**src/rtl/keyboard_direction_queue_pkg.sv**
```systemverilog
// Shared key codes, FSM encoding and direction helpers for the keypad direction queue.
// Used by the top level filter/FSM and by anything that needs to classify keypad codes.
package keyboard_pkg;

  // Keypad ASCII codes, laid out like a numeric keypad
  localparam logic [7:0] KEY_UP         = 8'h38;
  localparam logic [7:0] KEY_DOWN       = 8'h32;
  localparam logic [7:0] KEY_LEFT       = 8'h34;
  localparam logic [7:0] KEY_RIGHT      = 8'h36;
  localparam logic [7:0] KEY_UP_LEFT    = 8'h37;
  localparam logic [7:0] KEY_UP_RIGHT   = 8'h39;
  localparam logic [7:0] KEY_DOWN_LEFT  = 8'h31;
  localparam logic [7:0] KEY_DOWN_RIGHT = 8'h33;
  localparam logic [7:0] KEY_MIDDLE     = 8'h35;

  typedef enum logic {
    ST_RUN    = 1'b0,
    ST_PAUSED = 1'b1
  } state_t;

  // Keypad codes mirror around '5' (0x35), so the reverse direction is 0x6A - c
  function automatic logic [7:0] opposite_dir(input logic [7:0] c);
    return 8'h6A - c;
  endfunction

  // Orthogonal directions are always legal; diagonals only when enabled
  function automatic logic is_dir(input logic [7:0] c, input logic diag_en);
    logic w_orth;
    logic w_diag;
    w_orth = (c == KEY_UP) || (c == KEY_DOWN) || (c == KEY_LEFT) || (c == KEY_RIGHT);
    w_diag = (c == KEY_UP_LEFT) || (c == KEY_UP_RIGHT) ||
             (c == KEY_DOWN_LEFT) || (c == KEY_DOWN_RIGHT);
    return w_orth || (diag_en && w_diag);
  endfunction

endpackage

```
**src/rtl/keyboard_direction_queue_dir_fifo.sv**
```systemverilog
// DEPTH x 8 circular buffer of pending directions with head and tail peek.
// Push and pop take effect at the clock edge; count/full/empty come from registers.
// Pop on empty is ignored; push on full is accepted only together with a pop.
module dir_fifo #(
  parameter  int DEPTH = 4,
  localparam int PW    = $clog2(DEPTH),
  localparam int CW    = $clog2(DEPTH + 1)
) (
  input  logic          clk,
  input  logic          rst,
  input  logic          i_push,
  input  logic          i_pop,
  input  logic [7:0]    i_dat,
  output logic [7:0]    o_head,
  output logic [7:0]    o_tail,
  output logic [CW-1:0] o_count,
  output logic          o_full,
  output logic          o_empty
);

  logic [7:0]    r_mem [DEPTH];
  logic [PW-1:0] r_rd_ptr;
  logic [PW-1:0] r_wr_ptr;
  logic [CW-1:0] r_count;

  logic          w_do_pop;
  logic          w_do_push;
  logic [PW-1:0] w_tail_ptr;

  assign o_empty    = (r_count == '0);
  assign o_full     = (r_count == CW'(DEPTH));
  assign w_do_pop   = i_pop && !o_empty;
  // A full queue still accepts a push when the head leaves on the same edge
  assign w_do_push  = i_push && (!o_full || w_do_pop);
  // DEPTH is a power of two, so the pointer wraps naturally
  assign w_tail_ptr = r_wr_ptr - PW'(1);
  assign o_head     = r_mem[r_rd_ptr];
  assign o_tail     = r_mem[w_tail_ptr];
  assign o_count    = r_count;

  // Storage: entries are only ever read while counted, so no reset is needed
  always_ff @(posedge clk) begin
    if (w_do_push) begin
      r_mem[r_wr_ptr] <= i_dat;
    end
  end

  // Pointer and occupancy bookkeeping
  always_ff @(posedge clk or negedge rst) begin
    if (!rst) begin
      r_rd_ptr <= '0;
      r_wr_ptr <= '0;
      r_count  <= '0;
    end else begin
      if (w_do_push) r_wr_ptr <= r_wr_ptr + PW'(1);
      if (w_do_pop)  r_rd_ptr <= r_rd_ptr + PW'(1);
      case ({w_do_push, w_do_pop})
        2'b10:   r_count <= r_count + CW'(1);
        2'b01:   r_count <= r_count - CW'(1);
        default: r_count <= r_count;
      endcase
    end
  end

endmodule

```
**src/rtl/keyboard_direction_queue.sv**
```systemverilog
// Filters keypad direction codes, queues legal changes and applies one per game tick; '5' toggles pause.
// A popped direction appears on dir one edge after the tick; dir_changed pulses in the following cycle.
// No backpressure: keys arriving with a full queue are dropped and flagged in sticky overflow.
module keyboard_direction_queue
  import keyboard_pkg::*;
#(
  parameter  int         DEPTH    = 4,
  parameter  bit         DIAG_EN  = 1'b1,
  parameter  bit         PAUSE_EN = 1'b1,
  parameter  logic [7:0] INIT_DIR = 8'h34,
  localparam int         CW       = $clog2(DEPTH + 1)
) (
  input  logic          clk,
  input  logic          rst,
  input  logic [7:0]    word_in,
  input  logic          word_valid,
  input  logic          tick,
  output logic [7:0]    dir,
  output logic          dir_changed,
  output logic          paused,
  output logic [CW-1:0] queue_count,
  output logic          overflow
);

  state_t     r_state;
  logic [7:0] r_dir;
  logic       r_dir_changed;
  logic       r_paused;
  logic       r_overflow;

  logic [7:0]    w_head;
  logic [7:0]    w_tail;
  logic [CW-1:0] w_count;
  logic          w_full;
  logic          w_empty;
  logic [7:0]    w_ref;
  logic          w_run;
  logic          w_pause_key;
  logic          w_dir_key;
  logic          w_push_req;
  logic          w_pop;
  logic          w_drop_full;

  assign w_run       = (r_state == ST_RUN);
  assign w_pause_key = PAUSE_EN && word_valid && (word_in == KEY_MIDDLE);
  assign w_dir_key   = word_valid && is_dir(word_in, DIAG_EN);
  // New keys are judged against the last direction that will be in effect, pre-pop
  assign w_ref       = w_empty ? r_dir : w_tail;
  assign w_pop       = w_run && tick && !w_empty;
  assign w_push_req  = w_run && w_dir_key &&
                       (word_in != w_ref) && (word_in != opposite_dir(w_ref));
  assign w_drop_full = w_push_req && w_full && !w_pop;

  dir_fifo #(
    .DEPTH (DEPTH)
  ) u_dir_fifo (
    .clk     (clk),
    .rst     (rst),
    .i_push  (w_push_req),
    .i_pop   (w_pop),
    .i_dat   (word_in),
    .o_head  (w_head),
    .o_tail  (w_tail),
    .o_count (w_count),
    .o_full  (w_full),
    .o_empty (w_empty)
  );

  // Run/pause FSM plus the applied direction, change pulse and sticky overflow
  always_ff @(posedge clk or negedge rst) begin
    if (!rst) begin
      r_state       <= ST_RUN;
      r_dir         <= INIT_DIR;
      r_dir_changed <= 1'b0;
      r_paused      <= 1'b0;
      r_overflow    <= 1'b0;
    end else begin
      r_dir_changed <= w_pop;
      if (w_pop) r_dir <= w_head;
      if (w_drop_full) r_overflow <= 1'b1;
      case (r_state)
        ST_RUN: begin
          if (w_pause_key) begin
            r_state  <= ST_PAUSED;
            r_paused <= 1'b1;
          end
        end
        ST_PAUSED: begin
          if (w_pause_key) begin
            r_state  <= ST_RUN;
            r_paused <= 1'b0;
          end
        end
        default: begin
          r_state  <= ST_RUN;
          r_paused <= 1'b0;
        end
      endcase
    end
  end

  assign dir         = r_dir;
  assign dir_changed = r_dir_changed;
  assign paused      = r_paused;
  assign queue_count = w_count;
  assign overflow    = r_overflow;

endmodule

```
**config.mk**
```make
export PLATFORM = sky130hd
export DESIGN_NAME = keyboard_direction_queue
export DESIGN_NICKNAME = d
export VERILOG_FILES = /design/src/rtl/keyboard_direction_queue_pkg.sv /design/src/rtl/keyboard_direction_queue_dir_fifo.sv /design/src/rtl/keyboard_direction_queue.sv
export SDC_FILE = /design/constraint.sdc
export NUM_CORES = 1
export LEC_CHECK = 0
export ABC_AREA = 1
export CAP_MARGIN = 20
export CORE_ASPECT_RATIO = 0.5
export CORE_MARGIN = 1
export CORE_UTILIZATION = 35
export CTS_BUF_LIST = sky130_fd_sc_hd__clkbuf_4
export DETAILED_ROUTE_END_ITERATION = 12
export PLACE_DENSITY = 0.63
export RECOVER_POWER = 25
export SYNTH_ARGS = -nofsm -noshare
export SYNTH_HDL_FRONTEND = slang
export SYNTH_HIERARCHICAL = 1
export SYNTH_SLANG_ARGS = --single-unit
export TNS_END_PERCENT = 30
```
**constraint.sdc**
```tcl
create_clock -name clk -period 3.68 [get_ports clk]
set_input_delay 0.92 -clock clk [delete_from_list [all_inputs] [get_ports clk]]
set_output_delay 0.92 -clock clk [all_outputs]
set_load 0.01 [all_outputs]
```
==> results of run 1 <==
## flip-flops by register name (all words and copies together), names as in the netlist
| name | flops |
|---|---|
| u_dir_fifo/o_count | 3 |
| paused | 1 |
| dir_changed | 1 |
| u_dir_fifo/r_mem | 32 |
| u_dir_fifo/r_wr_ptr | 2 |
| overflow | 1 |
| dir | 8 |
| u_dir_fifo/r_rd_ptr | 2 |
| r_state | 1 |
## critical path, cell delays in order, from the launching register on
cell and delay, ps:
sky130_fd_sc_hd__dfrtp_1 390, sky130_fd_sc_hd__inv_1 60, sky130_fd_sc_hd__ha_1 340, sky130_fd_sc_hd__inv_1 100
sky130_fd_sc_hd__o21ai_0 110, sky130_fd_sc_hd__o22ai_2 140, sky130_fd_sc_hd__nand2_4 90, sky130_fd_sc_hd__nand2_2 60
sky130_fd_sc_hd__ha_1 300, sky130_fd_sc_hd__xor2_1 150, sky130_fd_sc_hd__nand3_1 90, sky130_fd_sc_hd__nor2_1 120
sky130_fd_sc_hd__nand3_1 70, sky130_fd_sc_hd__nor2_1 90, sky130_fd_sc_hd__nand2_1 90, sky130_fd_sc_hd__and2_1 150
sky130_fd_sc_hd__nand3b_2 240, sky130_fd_sc_hd__fa_2 360, sky130_fd_sc_hd__inv_1 60, sky130_fd_sc_hd__nand2_1 60
sky130_fd_sc_hd__nand2_1 60, sky130_fd_sc_hd__nand2_1 40, sky130_fd_sc_hd__nand2_1 50, sky130_fd_sc_hd__inv_1 30
## through the flow
stage                     std cells  total power (W)  hold WS, ps  area [µm²]  utilization
after floorplan                 345          0.00142          445        2960            -
after global placement          487          0.00172          452        3400        0.420
after detailed placement        487          0.00172          462        3400        0.420
after CTS                       495          0.00200          485        3460        0.428
after global routing            496          0.00216          515        3480        0.430
final                           496          0.00200          483        3480        0.430
## layout make-up
type	instances	area, µm²	share of cell area
multi-input cells	247	1330	0.381
clock buffers	6	45.0	0.0129
clock inverters	2	16.3	0.00467
inverters	39	159	0.0457
repair buffers	39	355	0.102
well taps	112	140	0.0403
flip-flops and latches	51	1440	0.414
## power breakdown
part	total, W	internal, W	switching [W]	leakage, nW
Sequential	0.000812	0.000700	0.000112	0.508
Clock	0.000281	0.0000850	0.000196	0.0323
Combinational	0.000905	0.000371	0.000534	0.966
Total	0.00200	0.00116	0.000842	1.51
## layout by cell type, fill, tap and decap left out, types with 2 or more instances in the layout
master / count
sky130_fd_sc_hd__o21ai_1: 2
sky130_fd_sc_hd__dfstp_2: 3
sky130_fd_sc_hd__clkbuf_4: 6
sky130_fd_sc_hd__nand2_2: 14
sky130_fd_sc_hd__inv_1: 34
sky130_fd_sc_hd__inv_2: 4
sky130_fd_sc_hd__nand3_1: 24
sky130_fd_sc_hd__nor2_1: 46
sky130_fd_sc_hd__dlygate4sd3_1: 8
sky130_fd_sc_hd__nand2_1: 70
sky130_fd_sc_hd__o21ai_0: 36
sky130_fd_sc_hd__ha_1: 7
sky130_fd_sc_hd__clkdlybuf4s50_1: 17
sky130_fd_sc_hd__o22ai_1: 14
sky130_fd_sc_hd__edfxtp_1: 32
sky130_fd_sc_hd__buf_4: 14
sky130_fd_sc_hd__nand2_4: 8
sky130_fd_sc_hd__nand4_1: 2
sky130_fd_sc_hd__dfrtp_1: 16
sky130_fd_sc_hd__o22ai_2: 2
sky130_fd_sc_hd__a21oi_1: 6
sky130_fd_sc_hd__xor2_1: 5
## per-layer routing
| layer | GRT usage | wire length, µm | up-vias |
|---|---|---|---|
| met5 | 0 | 0 | - |
| met1 | 0.224 | 3370 | 1147 |
| li1 | - | - | 1217 |
| met4 | 0.0683 | 128 | 0 |
| met3 | 0.0449 | 519 | 16 |
| met2 | 0.274 | 3030 | 95 |
## kinds of logic after synthesis
| logic type | Yosys count |
|---|---|
| flip-flops | 51 |
| AND/OR/NAND/NOR | 172 |
| AO/OA/AOI/OAI | 61 |
| adder cells (fa/ha/maj) | 8 |
| buffers and inverters | 47 |
| XOR/XNOR | 6 |
## timing repair
item | 4_1_cts | 5_1_grt
gates resized for setup | 0 | 3
setup endpoints to repair | 0 | 7
setup buffers | 0 | 1
## path summary, 6_finish.rpt
path | to | slack, ps
max reg2reg | u_dir_fifo/o_count[2]$_DFFE_PN0P_ | 330
max | u_dir_fifo/o_count[2]$_DFFE_PN0P_ | 330
min | paused$_DFFE_PN0P_ | 480
max in group asynchronous | dir[5]$_DFFE_PN1P_ | 1990
min reg2reg | paused$_DFFE_PN0P_ | 480
min in group asynchronous | dir[3]$_DFFE_PN0P_ | 1020
==> qor_table.md, run 1 <==
| Stage | Quantity | This run |
| --- | --- | --- |
| place | Weighted congestion reported at the end of routability-driven placement | 0.870 |
| worst hold path | Hold/Removal Path Class | flop to flop |
| cts | Clock net sink count | 51 |
| place | Setup Slack @ Placement | 197 ps |
| synth | Share of the yosys chip area belonging to registers | 0.487 |
| floorplan | Die Outline Area | 0.00884 mm² |
| power | Pwr dens | 574 mW/mm² |
| status | Run status | complete, no violations |
| power | Leakage power total | 1.51 nW |
| grt | Pin count of the biggest net entering global routing | 19 |
| grt | GR Overflow Total | 0 |
| sta | Worst setup margin | 333 ps |
| synth | Mapped Area | 0.00296 mm² |
| synth | Basic-gate share of the synthesized area counting and, or, nand and nor cells | 0.273 |
| worst hold path | Launch point of the worst hold path | r_state$_DFF_PN0_ |
| route | Number of DRC violations after detailed-routing iteration 0 | 166 |
| synth | Cell taking the most area after synthesis | sky130_fd_sc_hd__edfxtp_1 |
| floorplan | Area of the core | 0.00809 mm² |
| floorplan | Horizontal die dimension | 132 µm |
| synth | Main combinational cell family by area after synthesis | simple AND/OR/NAND/NOR gates |
| synth | Synthesized-area fraction occupied by xor and xnor cells | 0.0203 |
| synth | Share of cell area taken by muxes after synthesis | 0 |
| sta | Clock Skews | 16.2 ps |
| cts | CTS clk-pin slew, worst paths | 150 ps |
| grt | Number of global-route vias before repair | 2261 |
| sta | Number of failing hold endpoints at the final stage | 0 |
| layout | Final net count | 403 |
| worst setup path | FF-to-FF Start | u_dir_fifo/r_wr_ptr[1]$_DFFE_PN0P_ |
| cts | Clock network latency to the later pin of the worst-skew pair | 400 ps |
| worst setup path | Critical path type | flop to flop |
| sta | Final total negative setup slack | 0 ps |
| grt | Global-route usage over all layers | 0.172 |
| floorplan | Rows | 23 |
| synth | Proportion of synthesized flip-flops having asynchronous set or reset | 0.373 |
| place | Detail Placement HPWL | 5.17 mm |
| layout | Fill cell total of the finished layout | 795 |
| layout | ANT cells | 0 |
| layout | Area growth from synthesis to final layout | 17.7% |
| synth | Post-synth cell types | 33 |
| floorplan | # IOs | 26 |
| route | Number of design rule violations left after detail routing | 0 |
| sta | Setup repair after global routing missed its margin | no |
| synth | Synthesized-area fraction occupied by adder cells | 0.0364 |
| route | Iteration count of the initial detailed-routing pass | 5 |
| cts | Buffer levels on the longest clock path | 2 |
| synth | Top cells by instance count after synthesis | sky130_fd_sc_hd__nand2_1, sky130_fd_sc_hd__nor2_1, sky130_fd_sc_hd__o21ai_0, sky130_fd_sc_hd__inv_1, sky130_fd_sc_hd__edfxtp_1 |
| synth | Number of synthesized register bits | 51 |
| route | Residual antenna-violating net count after detailed routing | 0 |
| synth | Most area-consuming cells after synthesis | sky130_fd_sc_hd__edfxtp_1, sky130_fd_sc_hd__dfrtp_1, sky130_fd_sc_hd__nand2_1 |
| synth | Main synth FF type | sky130_fd_sc_hd__edfxtp_1 |
| route | Routed len/inst | 14.2 µm |
| floorplan | Starting density of the core | 0.366 |
| worst setup path | Data arrival time at the worst-slack endpoint | 3650 ps |
| worst setup path | Launch point of the critical path | u_dir_fifo/r_wr_ptr[1]$_DFFE_PN0P_ |
| synth | Most common cell in the netlist | sky130_fd_sc_hd__nand2_1 |
| sta | Slew @ Worst Pin | 934 ps |
| worst hold path | Hold Crit Depth | 1 |
| sta | Max-slew headroom | 0.375 |
| synth | Syn Nets | 365 |
| cts | Cell at the root of the clock tree | sky130_fd_sc_hd__clkbuf_4 |
| floorplan | Die H | 67.0 µm |
| grt | Initial antenna violation count | 0 |
| cts | Number of hold buffers added after cts | 0 |
| flow run | Max-capacitance violation count | 0 |
| worst setup path | Crit-path max FO | 5 |
| sta | Share of the cycle needed by the critical path after routing | 0.910 |
| synth | Total of warnings raised by yosys | 6 |
| route | Average via count per standard cell | 4.99 |
| grt | Global-route wire length before repair | 11.4 mm |
| synth | Area share of the leading cell type in the synthesized netlist | 0.325 |
| worst setup path | Type of element launching the critical path | flop |
| sta | Top achievable clock speed | 299 MHz |
| cts | CTS tree | done |
| power | Highest ir drop seen on vdd | 0.159 mV |
| worst setup path | Register-to-Register Path Depth | 23 |
| sta | Final max-slew violation count | 0 |
| worst setup path | Worst Setup End Kind | flop |
| synth | Syn Inst Count | 345 |
| cts | Total number of H-tree levels | 2 |
| layout | Ratio of cells with drive above 1 in the final layout | 0.156 |
| synth | Fraction of the mapped netlist area in compound gates | 0.114 |
| synth | Average cell area after synthesis | 8.57 µm² |
| route | DR vias | 2475 |
| route | WL final | 7.05 mm |
| sta | Finish-stage setup viols | 0 |
| cts | Number of buffers created by CTS | 5 |
| place | Total of buffers placed on input and output ports | 25 |
| synth | Number of enable flip-flop cells after synthesis | 32 |
| sta | Final period demand of the worst path | 3350 ps |
| worst setup path | CP Data Required Time | 3980 ps |
Power figures use the tool's default switching activity.
==> run 2, diff against run 1 <==
--- a/config.mk
+++ b/config.mk
@@ -7,12 +7,11 @@
 export LEC_CHECK = 0
 export ABC_AREA = 1
 export CAP_MARGIN = 20
-export CORE_ASPECT_RATIO = 0.5
+export CORE_ASPECT_RATIO = 1.5
 export CORE_MARGIN = 1
 export CORE_UTILIZATION = 35
-export CTS_BUF_LIST = sky130_fd_sc_hd__clkbuf_4
 export DETAILED_ROUTE_END_ITERATION = 12
-export PLACE_DENSITY = 0.63
+export PLACE_DENSITY = 0.56
 export RECOVER_POWER = 25
 export SYNTH_ARGS = -nofsm -noshare
 export SYNTH_HDL_FRONTEND = slang
==> run 2 against run 1 <==
Against the previous run: total power up 9.9%; first-iteration DRC count is 27% higher; critical endpoint unchanged; critical path type unchanged; die area down 0.17%; clock skew decreased by 8.5 ps; sequential power fell by 0.9%; via count decreased by 3.2%; worst hold slack worse by 8.8 ps.
==> qor_table.md, run 2 (synthesis results as in run 1) <==
| Stage | Quantity | This run |
| --- | --- | --- |
| status | Run status | complete, no violations |
| place | Setup Slack @ Placement | 212 ps |
| power | Highest ir drop seen on vdd | 0.316 mV |
| power | Clock Power Share | 0.210 |
| power | Cell Int Power | 0.00133 W |
| route | Residual antenna-violating net count after detailed routing | 0 |
| layout | Ratio of cells with drive above 1 in the final layout | 0.161 |
| sta | Number of failing hold endpoints at the final stage | 0 |
| floorplan | Horizontal die dimension | 77.0 µm |
| layout | Final net count | 405 |
| sta | Final max-slew violation count | 0 |
| worst hold path | Hold/Removal Path Class | flop to flop |
| power | Leakage power total | 1.54 nW |
| sta | Worst setup margin | 389 ps |
| sta | Share of the cycle needed by the critical path after routing | 0.894 |
| route | Average via count per standard cell | 4.88 |
| floorplan | Starting density of the core | 0.365 |
| worst setup path | CP Data Required Time | 3870 ps |
| layout | Max reg flops | 32 |
| route | Number of DRC violations after detailed-routing iteration 0 | 210 |
| cts | Cell at the root of the clock tree | sky130_fd_sc_hd__clkbuf_16 |
| grt | Initial antenna violation count | 0 |
| layout | Leading cell types in the layout, fill and taps excluded | sky130_fd_sc_hd__nand2_1, sky130_fd_sc_hd__nor2_1, sky130_fd_sc_hd__o21ai_0, sky130_fd_sc_hd__inv_1, sky130_fd_sc_hd__edfxtp_1 |
| power | Share of power burned in registers | 0.366 |
| layout | Post-Route Utilization | 0.442 |
| worst setup path | Data arrival time at the worst-slack endpoint | 3480 ps |
| worst setup path | Crit-path max FO | 6 |
| place | Total of buffers placed on input and output ports | 25 |
| worst setup path | Critical path type | flop to flop |
| floorplan | Die H | 115 µm |
| power | Reported net switching power | 0.000865 W |
| grt | GR Overflow Total | 0 |
| worst setup path | Worst Setup End Kind | flop |
| worst setup path | Reg-to-reg critical path endpoint | u_dir_fifo/o_count[2]$_DFFE_PN0P_ |
| layout | ANT cells | 0 |
| route | WL final | 7.33 mm |
| cts | Number of buffers created by CTS | 5 |
| route | DR vias | 2396 |
| cts | Clock network latency to the later pin of the worst-skew pair | 290 ps |
| layout | Biggest register | u_dir_fifo/r_mem |
| cts | Total number of H-tree levels | 2 |
| power | Proportion of power drawn by combinational gates | 0.423 |
| layout | Area growth from synthesis to final layout | 21.1% |
| sta | Slew @ Worst Pin | 1150 ps |
| route | Routed len/inst | 14.9 µm |
| route | Iteration count of the initial detailed-routing pass | 4 |
| layout | Most common cell after layout, fill and taps aside | sky130_fd_sc_hd__nand2_1 |
| power | Switching power as a share of total power | 0.394 |
| floorplan | Rows | 40 |
| cts | Clock net sink count | 51 |
| worst setup path | FF-to-FF Start | u_dir_fifo/o_count[0]$_DFFE_PN0P_ |
| worst setup path | Type of element launching the critical path | flop |
| floorplan | Area of the core | 0.00811 mm² |
| worst setup path | Launch point of the critical path | u_dir_fifo/o_count[0]$_DFFE_PN0P_ |
| place | Detail Placement HPWL | 5.50 mm |
| power | Pwr dens | 613 mW/mm² |
| worst setup path | Register-to-Register Path Depth | 21 |
| sta | Final period demand of the worst path | 3290 ps |
| sta | Max-slew headroom | 0.232 |
| sta | Finish-stage setup viols | 0 |
| cts | CTS tree | done |
| worst setup path | Setup slack of the most critical reg-to-reg path | 390 ps |
| cts | CTS clk-pin slew, worst paths | 70 ps |
| grt | Pin count of the biggest net entering global routing | 20 |
| floorplan | Die Outline Area | 0.00883 mm² |
| worst setup path | Worst Setup EP | u_dir_fifo/o_count[2]$_DFFE_PN0P_ |
| cts | Buffer levels on the longest clock path | 2 |
| sta | Clock Skews | 7.72 ps |
| place | Weighted congestion reported at the end of routability-driven placement | 0.867 |
| grt | Global-route wire length before repair | 11.6 mm |
| grt | Number of global-route vias before repair | 2302 |
| floorplan | # IOs | 26 |
| route | Number of design rule violations left after detail routing | 0 |
| sta | Top achievable clock speed | 304 MHz |
| flow run | Max-capacitance violation count | 0 |
| grt | Global-route usage over all layers | 0.176 |
| sta | Final total negative setup slack | 0 ps |
| sta | Setup repair after global routing missed its margin | no |
[run 2: power by group through the flow]
stage / clock, W / combinational, W / sequential (W)
global placement: 0 / 0.000909 / 0.000816
global route: 0.000495 / 0.00104 / 0.000822
detailed placement: 0 / 0.000921 / 0.000818
floorplan: 0 / 0.000618 / 0.000800
CTS: 0.000473 / 0.000926 / 0.000805
finish: 0.000462 / 0.000930 / 0.000805
[run 2: worst min-delay path by stage]
| stage | from | slack [ps] | to | depth (start not counted) |
|---|---|---|---|---|
| after floorplan | r_state$_DFF_PN0_ | 450 | paused$_DFFE_PN0P_ | 1 |
| after global placement | overflow$_DFFE_PN0P_ | 450 | overflow$_DFFE_PN0P_ | 2 |
| after detailed placement | overflow$_DFFE_PN0P_ | 450 | overflow$_DFFE_PN0P_ | 2 |
| after CTS | overflow$_DFFE_PN0P_ | 480 | overflow$_DFFE_PN0P_ | 2 |
| after global routing | overflow$_DFFE_PN0P_ | 500 | overflow$_DFFE_PN0P_ | 2 |
| final | overflow$_DFFE_PN0P_ | 470 | overflow$_DFFE_PN0P_ | 2 |
[run 2: cell type report]
cell class	instances	area [µm²]
Fill cell	818	4530
Sequential cell	51	1440
Multi-Input combinational cell	247	1340
Timing Repair Buffer	41	367
Inverter	39	163
Tap cell	105	131
Clock buffer	5	125
Clock inverter	3	20.0
[run 2: layer usage]
layer | global-route usage | routed length [µm]
met3 | 0.0263 | 140
met1 | 0.200 | 3130
met5 | 0 | 0
met4 | 0.0881 | 132
met2 | 0.318 | 3930
[run 2: timing repair]
action / 4_1_cts / 5_1_grt
setup endpoints to repair: 0 / 2
hold buffers: 0 / 0
gates resized for setup: 0 / 6
setup buffers: 0 / 1
[run 2: metrics by stage]
stage | std cells | cell area, µm² | power (W) | hold slack (ps)
final | 491 | 3580 | 0.00220 | 474
after CTS | 489 | 3540 | 0.00220 | 476
after global routing | 491 | 3580 | 0.00235 | 500
after global placement | 481 | 3400 | 0.00172 | 449
after floorplan | 345 | 2960 | 0.00142 | 445
after detailed placement | 481 | 3400 | 0.00174 | 455
[run 2: worst max-delay path: stages (launching register included)]
cell and delay, ps:
sky130_fd_sc_hd__dfrtp_1 420, sky130_fd_sc_hd__nor2_2 70, sky130_fd_sc_hd__nand2_2 140, sky130_fd_sc_hd__clkinvlp_4 270, sky130_fd_sc_hd__nand2_1 200, sky130_fd_sc_hd__nand2_2 90
sky130_fd_sc_hd__ha_1 300, sky130_fd_sc_hd__xor2_1 150, sky130_fd_sc_hd__nand3_1 90, sky130_fd_sc_hd__nor2_1 110, sky130_fd_sc_hd__nand3_1 100, sky130_fd_sc_hd__nor2_1 100
sky130_fd_sc_hd__nand2_1 70, sky130_fd_sc_hd__and2_1 150, sky130_fd_sc_hd__nand3b_2 240, sky130_fd_sc_hd__fa_1 400, sky130_fd_sc_hd__inv_1 60, sky130_fd_sc_hd__nand2_1 60
sky130_fd_sc_hd__nand2_1 60, sky130_fd_sc_hd__nand2_1 40, sky130_fd_sc_hd__nand2_1 50, sky130_fd_sc_hd__inv_1 30
==> run 3, diff against run 2 <==
--- a/config.mk
+++ b/config.mk
@@ -8,7 +8,7 @@
 export ABC_AREA = 1
 export CAP_MARGIN = 20
 export CORE_ASPECT_RATIO = 1.5
-export CORE_MARGIN = 1
+export CORE_MARGIN = 2
 export CORE_UTILIZATION = 35
 export DETAILED_ROUTE_END_ITERATION = 12
 export PLACE_DENSITY = 0.56
==> run 3 against run 2 <==
Against the previous run: via count grew 2.1%; flip-flop and latch count is the same; largest cell class unchanged; die area grew 4.4%; sequential power grew 1%; worst hold slack lost 4.3 ps; core utilization shrank 0.79 points; clock power grew 12%.
==> qor_table.md, run 3 (synthesis results as in run 1) <==
| Stage | Quantity | This run |
| --- | --- | --- |
| grt | GR Overflow Total | 0 |
| grt | Number of global-route vias before repair | 2558 |
| grt | Pin count of the biggest net entering global routing | 20 |
| layout | Biggest register | u_dir_fifo/r_mem |
| route | Iteration count of the initial detailed-routing pass | 4 |
| layout | Ratio of cells with drive above 1 in the final layout | 0.156 |
| layout | Max reg flops | 32 |
| sta | Share of the cycle needed by the critical path after routing | 0.892 |
| layout | Leading cell types in the layout, fill and taps excluded | sky130_fd_sc_hd__nand2_1, sky130_fd_sc_hd__nor2_1, sky130_fd_sc_hd__o21ai_0, sky130_fd_sc_hd__inv_1, sky130_fd_sc_hd__edfxtp_1 |
| grt | Global-route wire length before repair | 12.2 mm |
| worst setup path | Critical path type | flop to flop |
| layout | Post-Route Utilization | 0.434 |
| route | Average via count per standard cell | 4.98 |
| sta | Worst hold margin | 470 ps |
| place | Setup Slack @ Placement | 146 ps |
| layout | Non-filler cells in the finished layout | 491 |
| power | Leakage power total | 1.55 nW |
| flow run | Max-capacitance violation count | 0 |
| power | Pwr dens | 629 mW/mm² |
| cts | CTS clk-pin slew, worst paths | 70 ps |
| floorplan | # IOs | 26 |
| layout | ANT cells | 0 |
| place | Total of buffers placed on input and output ports | 25 |
| place | Cells after DPL | 482 |
| sta | Top achievable clock speed | 305 MHz |
| worst setup path | Worst Setup EP | u_dir_fifo/o_count[2]$_DFFE_PN0P_ |
| worst setup path | Most prevalent standard cell on the critical path | sky130_fd_sc_hd__nand2_1 |
| route | Residual antenna-violating net count after detailed routing | 0 |
| grt | Initial antenna violation count | 0 |
| sta | Slew @ Worst Pin | 858 ps |
| worst setup path | Crit-path max FO | 7 |
| route | Number of DRC violations after detailed-routing iteration 0 | 216 |
| layout | Area growth from synthesis to final layout | 21.9% |
| status | Run status | complete, no violations |
| worst setup path | Slowest CP cell | sky130_fd_sc_hd__dfrtp_1 |
| cts | CTS tree | done |
| floorplan | Die H | 117 µm |
| sta | Max-slew headroom | 0.428 |
| floorplan | Rows | 41 |
| worst setup path | Launch point of the critical path | u_dir_fifo/o_count[1]$_DFFE_PN0P_ |
| worst setup path | FF-to-FF Start | u_dir_fifo/o_count[1]$_DFFE_PN0P_ |
| route | WL final | 7.46 mm |
| worst setup path | CP Data Required Time | 3870 ps |
| cts | Clock net sink count | 51 |
| sta | Final period demand of the worst path | 3280 ps |
| cts | Total number of H-tree levels | 2 |
| worst setup path | Worst path buffer plus inverter count | 5 |
| floorplan | Die Outline Area | 0.00921 mm² |
| worst setup path | Worst Setup End Kind | flop |
| worst setup path | Top cell family by delay on the critical path | simple AND/OR/NAND/NOR gates |
| floorplan | Area of the core | 0.00831 mm² |
| grt | Global-route usage over all layers | 0.175 |
| sta | Finish-stage setup viols | 0 |
| sta | Worst setup margin | 396 ps |
| cts | Cell at the root of the clock tree | sky130_fd_sc_hd__clkbuf_16 |
| route | Number of design rule violations left after detail routing | 0 |
| sta | Number of failing hold endpoints at the final stage | 0 |
| cts | Number of buffers created by CTS | 5 |
| sta | Final total negative setup slack | 0 ps |
| route | DR vias | 2446 |
| cts | Buffer levels on the longest clock path | 2 |
| worst setup path | Register-to-Register Path Depth | 23 |
| worst setup path | Data arrival time at the worst-slack endpoint | 3480 ps |
| worst setup path | Stages on the worst setup path | 23 |
| layout | Final net count | 404 |
| layout | Most common cell after layout, fill and taps aside | sky130_fd_sc_hd__nand2_1 |
| sta | Setup repair after global routing missed its margin | no |
| worst setup path | Setup slack of the most critical reg-to-reg path | 400 ps |
| worst setup path | Peak per-stage delay on the critical path | 420 ps |
| cts | Number of hold buffers added after cts | 0 |
| floorplan | Horizontal die dimension | 79.0 µm |
| cts | Clock network latency to the later pin of the worst-skew pair | 290 ps |
| place | Detail Placement HPWL | 5.68 mm |
| place | Weighted congestion reported at the end of routability-driven placement | 0.834 |
| worst setup path | Reg-to-reg critical path endpoint | u_dir_fifo/o_count[2]$_DFFE_PN0P_ |
| route | Routed len/inst | 15.2 µm |
| worst hold path | Hold/Removal Path Class | flop to flop |
| floorplan | Starting density of the core | 0.356 |
| power | Highest ir drop seen on vdd | 0.368 mV |
| sta | Clock Skews | 5.16 ps |
| sta | Final max-slew violation count | 0 |
| worst setup path | Series of cell instances along the critical path | nor2_2, nand2_2, inv_1, buf_12, inv_12, nand2_4, nand2_2, ha_1, xor2_1, nand3_1, nor2_1, nand3_1, nor2_1, nand2_1, and2_1, nand3b_2, fa_1, inv_1, nand2_1, nand2_1, nand2_1, nand2_1, inv_1 |
| worst setup path | Type of element launching the critical path | flop |
run 3: cell types whose count changed in the layout (fill, tap and decap cells not counted), sizes merged:
cell      change
bufinv        +1
buf           -1
inv           +1
clkinv        -2
clkbuf        +1
clkinvlp      -2
run 3: cell type report:
type / instances / area (µm²)
sequential: 51 / 1440
clock inverter: 1 / 30.0
clock buffer: 6 / 129
multi-input combinational: 247 / 1340
tap: 107 / 134
fill: 842 / 4710
inverter: 39 / 159
timing repair buffer: 40 / 372
run 3: worst min path at each step:
| stage | startpoint | end | slack, ps | cells past startpoint |
|---|---|---|---|---|
| after floorplan | r_state$_DFF_PN0_ | paused$_DFFE_PN0P_ | 450 | 1 |
| after global placement | overflow$_DFFE_PN0P_ | overflow$_DFFE_PN0P_ | 450 | 2 |
| after detailed placement | overflow$_DFFE_PN0P_ | overflow$_DFFE_PN0P_ | 460 | 2 |
| after CTS | r_state$_DFF_PN0_ | paused$_DFFE_PN0P_ | 480 | 1 |
| after global routing | r_state$_DFF_PN0_ | paused$_DFFE_PN0P_ | 500 | 1 |
| final | r_state$_DFF_PN0_ | paused$_DFFE_PN0P_ | 470 | 1 |
run 3: where the power goes:
group	switching (W)	total, W	leakage [nW]	internal, W
logic	0.000547	0.000936	0.970	0.000388
registers	0.000114	0.000815	0.508	0.000701
clock network	0.000201	0.000518	0.0769	0.000318
total	0.000861	0.00227	1.55	0.00141
run 3: per-stage QoR:
step	power (W)	instance area (µm²)
2_1_floorplan	0.00142	2960
3_3_place_gp	0.00174	3400
3_5_place_dp	0.00176	3400
4_1_cts	0.00228	3560
5_1_grt	0.00244	3600
6_report	0.00227	3600
run 3: timing repair:
action,in CTS,in global routing
resized for setup,0,5
setup endpoints to repair,0,2
buffers inserted,0,1
run 3: layer usage:
layer / wire length, µm / GRT usage / vias up
met5: 0 / 0 / -
met4: 215 / 0.0839 / 0
met3: 147 / 0.0216 / 15
met2: 4090 / 0.327 / 44
met1: 3010 / 0.196 / 1165
li1: - / - / 1222
